<file path="src/rtl/mpu_mem_ctrl.sv">
// mpu_mem_ctrl: sequences one LOAD/STORE/NOP request at a time between the
// MPU request interface and the matrix register file, one element per cycle.
// Optional build macro MPU_MEM_CTRL_PERF_EN adds busy/ops performance counters.
module mpu_mem_ctrl #(
  parameter int FP               = 32,
  parameter int M                = 5,
  parameter int N                = 5,
  parameter int MAX_ELEMENTS     = 9,
  parameter int MATRIX_REGISTERS = 16
) (
  input  logic                                clk,
  input  logic                                rst_n,
  input  logic                                req_valid,
  output logic                                req_ready,
  input  logic [1:0]                          req_op,
  input  logic [0:MAX_ELEMENTS-1][FP-1:0]     req_matrix_in,
  input  logic [3:0]                          req_m,
  input  logic [3:0]                          req_n,
  input  logic [$clog2(MATRIX_REGISTERS)-1:0] req_addr,
  output logic                                rf_we,
  output logic                                rf_re,
  output logic [$clog2(MATRIX_REGISTERS)-1:0] rf_addr,
  output logic [$clog2(M)-1:0]                rf_row,
  output logic [$clog2(N)-1:0]                rf_col,
  output logic [FP-1:0]                       rf_wdata,
  input  logic [FP-1:0]                       rf_rdata,
  output logic                                rf_dim_we,
  output logic [3:0]                          rf_m,
  output logic [3:0]                          rf_n,
  output logic                                resp_valid,
  input  logic                                resp_ready,
  output logic [1:0]                          resp_op,
  output logic                                resp_error,
  output logic [0:MAX_ELEMENTS-1][FP-1:0]     resp_matrix_out
`ifdef MPU_MEM_CTRL_PERF_EN
  ,
  output logic [15:0]                         perf_busy_cycles,
  output logic [15:0]                         perf_ops_done
`endif
);

  localparam int AW = $clog2(MATRIX_REGISTERS);
  localparam int RW = $clog2(M);
  localparam int CW = $clog2(N);
  localparam logic [3:0] LP_M   = 4'(M);
  localparam logic [3:0] LP_N   = 4'(N);
  localparam logic [7:0] LP_MAX = 8'(MAX_ELEMENTS);

  typedef enum logic [1:0] {
    OP_NOP   = 2'd0,
    OP_LOAD  = 2'd1,
    OP_STORE = 2'd2
  } mpu_operation_t;

  typedef enum logic [2:0] {
    S_IDLE,
    S_LOAD,
    S_STORE,
    S_DRAIN,
    S_RESP
  } state_t;

  state_t                          r_state;
  logic                            r_reqReady;
  logic [3:0]                      r_n;
  logic [3:0]                      r_total;
  logic [3:0]                      r_e;
  logic [0:MAX_ELEMENTS-1][FP-1:0] r_mat;
  logic                            r_rfWe;
  logic                            r_rfRe;
  logic [AW-1:0]                   r_rfAddr;
  logic [RW-1:0]                   r_rfRow;
  logic [CW-1:0]                   r_rfCol;
  logic [FP-1:0]                   r_rfWdata;
  logic                            r_rfDimWe;
  logic [3:0]                      r_rfM;
  logic [3:0]                      r_rfN;
  logic                            r_respValid;
  logic [1:0]                      r_respOp;
  logic                            r_respError;
  logic [0:MAX_ELEMENTS-1][FP-1:0] r_buf;
  logic                            r_pend;
  logic [3:0]                      r_pendIdx;

  logic [7:0]    w_prod;
  logic          w_reqErr;
  logic          w_last;
  logic          w_wrapCol;
  logic [3:0]    w_eNext;
  logic [RW-1:0] w_nextRow;
  logic [CW-1:0] w_nextCol;

  assign w_prod    = {4'd0, req_m} * {4'd0, req_n};
  assign w_reqErr  = (req_m == 4'd0) || (req_n == 4'd0) || (req_m > LP_M) ||
                     (req_n > LP_N) || (w_prod > LP_MAX) || (req_op == 2'd3);
  assign w_last    = (r_e == (r_total - 4'd1));
  assign w_wrapCol = ({{(4-CW){1'b0}}, r_rfCol} == (r_n - 4'd1));
  assign w_eNext   = r_e + 4'd1;
  assign w_nextCol = w_wrapCol ? '0 : r_rfCol + 1'b1;
  assign w_nextRow = w_wrapCol ? r_rfRow + 1'b1 : r_rfRow;

  // Main sequencer: accepts a request, walks the elements row-major, collects
  // read data one cycle behind each read strobe, and holds the response.
  always_ff @(posedge clk) begin
    if (!rst_n) begin
      r_state     <= S_IDLE;
      r_reqReady  <= 1'b1;
      r_n         <= '0;
      r_total     <= '0;
      r_e         <= '0;
      r_mat       <= '0;
      r_rfWe      <= 1'b0;
      r_rfRe      <= 1'b0;
      r_rfAddr    <= '0;
      r_rfRow     <= '0;
      r_rfCol     <= '0;
      r_rfWdata   <= '0;
      r_rfDimWe   <= 1'b0;
      r_rfM       <= '0;
      r_rfN       <= '0;
      r_respValid <= 1'b0;
      r_respOp    <= '0;
      r_respError <= 1'b0;
      r_buf       <= '0;
      r_pend      <= 1'b0;
      r_pendIdx   <= '0;
    end else begin
      r_pend    <= 1'b0;
      r_rfDimWe <= 1'b0;
      r_rfM     <= '0;
      r_rfN     <= '0;
      if (r_pend) begin
        r_buf[r_pendIdx] <= rf_rdata;
      end
      case (r_state)
        S_IDLE: begin
          if (req_valid) begin
            r_reqReady <= 1'b0;
            r_n        <= req_n;
            r_total    <= w_prod[3:0];
            r_e        <= '0;
            r_mat      <= req_matrix_in;
            r_buf      <= '0;
            if (w_reqErr || (req_op == OP_NOP)) begin
              r_state     <= S_RESP;
              r_respValid <= 1'b1;
              r_respOp    <= req_op;
              r_respError <= w_reqErr;
            end else if (req_op == OP_LOAD) begin
              r_state   <= S_LOAD;
              r_rfWe    <= 1'b1;
              r_rfAddr  <= req_addr;
              r_rfRow   <= '0;
              r_rfCol   <= '0;
              r_rfWdata <= req_matrix_in[0];
              r_rfDimWe <= 1'b1;
              r_rfM     <= req_m;
              r_rfN     <= req_n;
            end else begin
              r_state  <= S_STORE;
              r_rfRe   <= 1'b1;
              r_rfAddr <= req_addr;
              r_rfRow  <= '0;
              r_rfCol  <= '0;
            end
          end
        end
        S_LOAD: begin
          if (w_last) begin
            r_state     <= S_RESP;
            r_rfWe      <= 1'b0;
            r_rfAddr    <= '0;
            r_rfRow     <= '0;
            r_rfCol     <= '0;
            r_rfWdata   <= '0;
            r_respValid <= 1'b1;
            r_respOp    <= OP_LOAD;
            r_respError <= 1'b0;
          end else begin
            r_e       <= w_eNext;
            r_rfRow   <= w_nextRow;
            r_rfCol   <= w_nextCol;
            r_rfWdata <= r_mat[w_eNext];
          end
        end
        S_STORE: begin
          r_pend    <= 1'b1;
          r_pendIdx <= r_e;
          if (w_last) begin
            r_state  <= S_DRAIN;
            r_rfRe   <= 1'b0;
            r_rfAddr <= '0;
            r_rfRow  <= '0;
            r_rfCol  <= '0;
          end else begin
            r_e     <= w_eNext;
            r_rfRow <= w_nextRow;
            r_rfCol <= w_nextCol;
          end
        end
        S_DRAIN: begin
          r_state     <= S_RESP;
          r_respValid <= 1'b1;
          r_respOp    <= OP_STORE;
          r_respError <= 1'b0;
        end
        S_RESP: begin
          if (resp_ready) begin
            r_state     <= S_IDLE;
            r_reqReady  <= 1'b1;
            r_respValid <= 1'b0;
            r_respOp    <= '0;
            r_respError <= 1'b0;
            r_buf       <= '0;
          end
        end
        default: begin
          r_state    <= S_IDLE;
          r_reqReady <= 1'b1;
        end
      endcase
    end
  end

  assign req_ready       = r_reqReady;
  assign rf_we           = r_rfWe;
  assign rf_re           = r_rfRe;
  assign rf_addr         = r_rfAddr;
  assign rf_row          = r_rfRow;
  assign rf_col          = r_rfCol;
  assign rf_wdata        = r_rfWdata;
  assign rf_dim_we       = r_rfDimWe;
  assign rf_m            = r_rfM;
  assign rf_n            = r_rfN;
  assign resp_valid      = r_respValid;
  assign resp_op         = r_respOp;
  assign resp_error      = r_respError;
  assign resp_matrix_out = r_buf;

`ifdef MPU_MEM_CTRL_PERF_EN
  logic [15:0] r_perfBusy;
  logic [15:0] r_perfOps;

  // Saturating counters for non-idle cycles and completed response handshakes.
  always_ff @(posedge clk) begin
    if (!rst_n) begin
      r_perfBusy <= '0;
      r_perfOps  <= '0;
    end else begin
      if ((r_state != S_IDLE) && (r_perfBusy != 16'hFFFF)) begin
        r_perfBusy <= r_perfBusy + 16'd1;
      end
      if (r_respValid && resp_ready && (r_perfOps != 16'hFFFF)) begin
        r_perfOps <= r_perfOps + 16'd1;
      end
    end
  end

  assign perf_busy_cycles = r_perfBusy;
  assign perf_ops_done    = r_perfOps;
`endif

endmodule

</file>
<file path="config.mk">
export PLATFORM = sky130hd
export DESIGN_NAME = mpu_mem_ctrl
export DESIGN_NICKNAME = d
export VERILOG_FILES = /design/src/rtl/mpu_mem_ctrl.sv
export SDC_FILE = /design/constraint.sdc
export NUM_CORES = 1
export LEC_CHECK = 0
export ABC_CLOCK_PERIOD_IN_PS = 5050
export CORE_AREA = 2 2 263 265
export CTS_CLUSTER_SIZE = 30
export DETAILED_ROUTE_END_ITERATION = 6
export DIE_AREA = 0 0 265 267
export DONT_BUFFER_PORTS = 1
export GPL_TIMING_DRIVEN = 1
export PLACE_DENSITY = 0.66
export RECOVER_POWER = 25
export SLEW_MARGIN = 25
export SYNTH_ARGS = -nofsm -noshare
export SYNTH_HDL_FRONTEND = slang
export SYNTH_SLANG_ARGS = --single-unit
export TNS_END_PERCENT = 1
</file>
<file path="constraint.sdc">
create_clock -name clk -period 5.05 [get_ports clk]
set_clock_uncertainty 0.05 [all_clocks]
set_input_delay 1.01 -clock clk [delete_from_list [all_inputs] [get_ports clk]]
set_output_delay 1.01 -clock clk [all_outputs]
set_load 0.01 [all_outputs]
</file>
# Word-level counts from Yosys, hierarchy flattened
# Index checks and enable logic that the tools add are counted.
[totals] input_bits=338 register_bits=654 out_inout_bits=346 word_cells=169
[classes] bitwise_logic=7 reduce_logical=30 n_mul=1 magnitude_cmp=6 addsub=5 mux=64 n_eq_ne=19
[op_table] operator="2-to-1 mux 288 bit" count=3
[op_table] operator="case mux 288 bit (2 select lines)" count=1
[op_table] operator="bitwise mux 288 bit" count=1
[op_table] operator="2-to-1 mux 32 bit" count=7
[op_table] operator="binary-select mux 32 bit (select 4 bit)" count=1
[op_table] operator="demux 32 bit (select 4 bit)" count=1
[op_table] operator="case mux 32 bit (2 select lines)" count=1
[op_table] operator="2-to-1 mux 3 bit" count=11
[op_table] operator="2-to-1 mux 4 bit" count=5
[op_table] operator="inequality test 2 bit, second input constant" count=9
[op_table] operator="2-to-1 mux 1 bit" count=17
[op_table] operator="case mux 4 bit (2 select lines)" count=2
[op_table] operator="AND reduction 4 bit" count=4
[op_table] operator="case mux 3 bit (5 select lines)" count=1
[op_table] operator="AND reduction 5 bit" count=3
[op_table] operator="case mux 3 bit (2 select lines)" count=2
[op_table] operator="greater-or-equal comparator 5 bit, second input constant" count=2
[op_table] operator="2-to-1 mux 2 bit" count=5
[op_table] operator="NOT 4 -> 5 bit" count=2
[op_table] operator="AND reduction 3 bit" count=3
[op_table] operator="greater-than comparator 4 x 3 -> 1 bit, second input constant" count=2
[op_table] operator="greater-than comparator 8 x 4 -> 1 bit, second input constant" count=1
[op_table] operator="zero test 4 bit" count=2
[op_table] operator="multiplier 4 x 4 -> 8 bit" count=1
[op_table] operator="29 further kinds" count=45

# Depth between registers and ports, before layout
[logic_depth] word_depth=10 mapped_depth=14 depth_no_buf=12

# Worst setup path after synthesis
# Ideal clock, no wire load.
[synth_path] path_type="input-to-reg" from="input req_m[2]" to="register r_respError (netlist: resp_error)" required_ns=4.879 n_path_buf=0 arrival_ns=3.819 path_stages=11 slack_ns=1.060 setup_ns=0.121 path_cell_list="nand2_1 > fa_1 > fa_1 > inv_1 > fa_1 > o21ai_0 > o311ai_1 > a2111oi_4 > nand3_4 > o311ai_4 > mux2_2"
[synth_between] word_cells_on_any_way=15 classes_between="mul: 1; order compare: 2; eq/ne: 1; mux: 3; reduce/logical: 8"
[synth_lines] element="start, declared" line_no="17" text="input logic [3:0] req_m,"
[synth_lines] element="multiplier 4 x 4 -> 8 bit (*)" line_no="93" text="assign w_prod = {4'd0, req_m} * {4'd0, req_n};"
[synth_lines] element="via w_prod[3]" line_no="85" text="logic [7:0] w_prod;"
[synth_lines] element="greater-than comparator 8 x 4 -> 1 bit (*)" line_no="95" text="(req_n > LP_N) || (w_prod > LP_MAX) || (req_op == 2'd3);"
[synth_lines] element="logical OR 1 bit (*) (2 in a row)" line_no="95"
[synth_lines] element="2-to-1 mux 1 bit or logical OR 1 bit (tied branches)" line_no="144" text="if (w_reqErr || (req_op == OP_NOP)) begin"
[synth_lines] element="2-to-1 mux 1 bit or inequality test 2 bit (tied branches)"
[synth_lines] element="case mux 1 bit (4 select lines) or AND reduction 5 bit (tied branches)"
[synth_lines] element="end signal, assigned" line_no="148" text="r_respError <= w_reqErr;"
[synth_lines] element="end, declared" line_no="80" text="logic r_respError;"
# The timed path passes the listed nets; every way through them passes the cells marked *. The select of a mux whose other input is x is not followed.
# A chain may end at the register's enable or synchronous reset.

# Worst setup path in the final report
[layout_path] from="input req_m[2]" to="register r_rfWdata[19] (netlist: rf_wdata[19])"
[layout_between] word_cells_on_any_way=12 classes_between="mul: 1; order compare: 2; eq/ne: 1; reduce/logical: 8"
[layout_lines] element="multiplier 4 x 4 -> 8 bit" line_no="93"
[layout_lines] element="via w_prod[3]" line_no="85"
[layout_lines] element="greater-than comparator 8 x 4 -> 1 bit" line_no="95"
[layout_lines] element="logical OR 1 bit (2 in a row)" line_no="95"
[layout_lines] element="logical OR 1 bit" line_no="144"
[layout_lines] element="inequality test 2 bit (no source line)"
[layout_lines] element="AND reduction 4 bit (no source line)"
[layout_lines] element="end signal, assigned" line_no="155" text="r_rfWdata <= req_matrix_in[0];"
[layout_lines] element="end signal, assigned" line_no="183" text="r_rfWdata <= r_mat[w_eNext];"
[layout_lines] element="end, declared" line_no="74" text="logic [FP-1:0] r_rfWdata;"
# The timed path passes the listed nets, and every way through them passes these cells.

==> flow_metrics.py <==
metrics = {
    "clocking": {
        "post-cts-setup-buffers": 0,
        "cts_tree": "built",
        "clk_tree_root_cell": "sky130_fd_sc_hd__clkbuf_16",
        "clkLatencyLatePin_ns": 0.62,
        "cts-root-to-sink-buffers": 3,
        "cts_stage_hold_buffer_count": 0,
        "htree_levels": 3,
        "cts_repair_resize_count": 0,
        "cts.reportedPaths.clkPinSlew_ns": 0.06,
        "number_of_clock_buffers_inserted_by_tritoncts": 73,
        "cts.sinks": 654,
    },
    "synthesis": {
        "synth.area.top_cells": "sky130_fd_sc_hd__dfxtp_1 (49%), sky130_fd_sc_hd__nand2_1 (17%), sky130_fd_sc_hd__a21boi_0 (8.3%)",
        "synth.ff_latch_count": 654,
        "synthDominantAreaCellType": "sky130_fd_sc_hd__dfxtp_1",
        "yosys.area.top_type_share_pct": 48.9,
        "synth_cell_types": 69,
        "synthesis.instances": 3179,
        "synth.avg_cell_area_um2": 8.42,
        "synth-edff-count": 0,
        "synth.cells.most_frequent": "sky130_fd_sc_hd__nand2_1 (1197), sky130_fd_sc_hd__dfxtp_1 (654), sky130_fd_sc_hd__a21oi_1 (330)",
        "synth_warnings": 0,
        "synth.cell_area_mm2": 0.0268,
        "postSynth.topFlopCell": "sky130_fd_sc_hd__dfxtp_1",
        "ys_seq_area_share_pct": 48.9,
        "yosysMostFrequentCell": "sky130_fd_sc_hd__nand2_1",
        "ys_async_sr_fraction_pct": 0,
    },
    "timing": {
        "clock_period_minus_final_worst_setup_slack_ns": 3.68,
        "min_period_over_period_pct": 72.8,
        "final-setup-viol-count": 0,
        "max_freq_mhz": 272,
        "max_slew.worst_pin.slew_ns": 1.03,
        "hold_viol": 0,
        "relSlewSlack_pct": 31.2,
        "summed_negative_setup_slack_over_all_endpoints_ns": 0,
        "worst_hold_slack_ns": 0.412,
        "final-max-slew-violation-count": 0,
        "grt_setup_unrepaired": "false",
    },
    "power_and_ir_drop": {
        "cellPowerDensity_mw_per_mm2": 386,
        "leakagePower_nw": 9.98,
        "vdd.ir_drop.worst_uv": 274,
    },
    "floorplanning": {
        "die_h_um": 267,
        "fp.dieArea_mm2": 0.0708,
        "cell_row_count": 96,
        "floorplan.initialDensity_pct": 39.4,
        "io_pins": 684,
        "die_w_um": 265,
        "core_area_mm2": 0.0680,
    },
    "cells_and_area": {
        "nNetsFinal": 3367,
        "fraction_of_layout_cells_with_a_size_suffix_above_1_pct": 8.20,
        "multi_input_area_mm2": 0.0125,
        "num-fill-cells": 6720,
        "final_design_area_no_fill_mm2": 0.0296,
        "seq_area_mm2": 0.0131,
        "syn2layout_area_growth_pct": 10.6,
    },
    "route": {
        "vias": 21800,
        "first_pass_iters": 6,
        "drt_first_iter_violations": 2036,
        "ant_nets": 0,
        "avgViaCountPerCell": 5.52,
        "detail_route.wl_per_cell_um": 23.7,
        "drt_drc_violations_left": 0,
        "totalWireLength_mm": 93.9,
    },
    "setup_path": {
        "crit_path_frequent_cell": "sky130_fd_sc_hd__fa_1",
        "worst-endpoint-required_ns": 5.55,
        "reg2reg_from": "r_state[0]",
        "worst-endpoint-arrival_ns": 4.18,
        "critical_path_class": "in2reg",
        "ff2ff_setup_slack_ns": 1.85,
        "delay_of_the_slowest_cell_on_the_worst_path_ns": 0.49,
        "crit_path_cell_trace": "nand2_1, fa_1, fa_1, inv_1, fa_1, o21ai_0, o311ai_1, a2111oi_4, and3_2, buf_4, o31ai_1, a21oi_1",
        "setup.worst_path.end_class": "register",
        "crit_path_max_fanout": 15,
        "timing.critical_path.from_type": "primary input",
        "critPathSlowestCell": "sky130_fd_sc_hd__fa_1",
        "r2r.worst_path.cells": 5,
        "worstReg2RegEnd": "resp_matrix_out[195]",
    },
    "place": {
        "count_of_port_buffers_added_during_placement": 0,
        "detailed_place.area_mm2": 0.0271,
        "globalplace.congestion": 0.879,
        "place.detailed.hpwl_mm": 64.6,
    },
    "global_routing": {
        "grt_pass1_vias": 20400,
        "grt_antenna_before_repair": 16,
        "grt.total_usage_pct": 25.4,
        "grt_pass1_wl_mm": 136,
        "global_route.overflow_total": 0,
        "pin_count_of_the_biggest_net_entering_global_routing": 368,
    },
    "hold_path": {
        "worst_hold_path.num_cells": 2,
        "hold-path-endpoint": "r_mat[281]",
        "min_path_type": "reg2reg",
        "min_from": "r_mat[281]",
    },
    "status": {
        "run_status": "finished, final reports clean",
    },
    "flow_run": {
        "timing.max_cap.violations": 0,
    },
}
-- power breakdown --
| group | total (mW) | switching (mW) | internal [mW] |
|---|---|---|---|
| registers | 5.43 | 0.105 | 5.32 |
| logic | 0.637 | 0.385 | 0.252 |
| clock network | 5.34 | 2.26 | 3.08 |
-- cells by family after synthesis --
kind of cell	share of synthesized area, %
DFF	48.9
muxes	5.70
xor gates and xnor gates	0.444
other	0.0140
buffers and inverters	4.79
adders and majority gates	1.09
and+or+nand+nor	19.3
AOI/OAI and AO/OA	19.8
-- layer usage --
layer / share of wire (%) / wire, µm / up-vias / global-route usage, %
li1: - / - / 10300 / -
met1: 38 / 35500 / 10400 / 29.4
met2: 48 / 45100 / 888 / 42.7
met3: 10 / 9760 / 179 / 9.20
met4: 3.7 / 3440 / 12 / 10.3
met5: 0.091 / 85 / - / 0
-- stage by stage --
step / power [mW] / util (%) / worst slack (ns) / std cells
floorplan: 6.06 / - / 1.06 / 3180
global placement: 6.17 / 39.9 / 0.778 / 3815
detailed placement: 6.18 / 39.9 / 0.789 / 3815
CTS: 11.5 / 43.5 / 1.43 / 3944
global route: 11.8 / 43.5 / 1.17 / 3950
finish: 11.4 / 43.5 / 1.37 / 3953
-- layout make-up --
type	count	area share, %
inverter	18	0.228
clock buffer	103	7.07
sequential	654	44.3
multi-input combinational	2223	42.3
tap	882	3.73
clock inverter	26	1.11
antenna	9	0.0761
timing repair buffer	38	1.22
-- critical path, delay by kind of cell --
family	cells	cell delay [ns]
adder cells (fa/ha/maj)	3	1.44
AO/OA/AOI/OAI	5	0.86
AND/OR/NAND/NOR	2	0.50
buffers and inverters	2	0.35
-- state kept, by name, indices dropped and copies added, names as in the netlist, 2 cells and up --
register / flops
rf_addr: 4
r_e: 4
r_mat: 288
rf_row: 3
resp_op: 2
resp_matrix_out: 288
rf_col: 3
rf_wdata: 32
rf_n: 4
r_state: 3
r_pendIdx: 4
r_total: 4
r_n: 4
rf_m: 4
-- layout by cell type (no fill, tap or decap), drive strengths merged, types with 32 or more instances in the layout --
| cell type | count |
|---|---|
| a21boi | 297 |
| a21oi | 331 |
| a222oi | 32 |
| buf | 38 |
| clkbuf | 103 |
| dfxtp | 654 |
| mux4 | 64 |
| nand2 | 1198 |
| o21a | 32 |
| o21ai | 52 |
| o31ai | 34 |
-- worst max path at each step --
stage                  start      endpoint  slack, ns  depth (start not counted)
floorplan           req_m[2]    resp_error       1.06                         11
global placement    req_m[2]  rf_wdata[24]       0.78                         12
detailed placement  req_m[2]  rf_wdata[18]       0.79                         12
CTS                 req_m[2]  rf_wdata[14]       1.43                         12
global route        req_m[2]  rf_wdata[17]       1.17                         12
finish              req_m[2]  rf_wdata[19]       1.37                         12
Note: power is estimated with default switching activity, not from simulation.
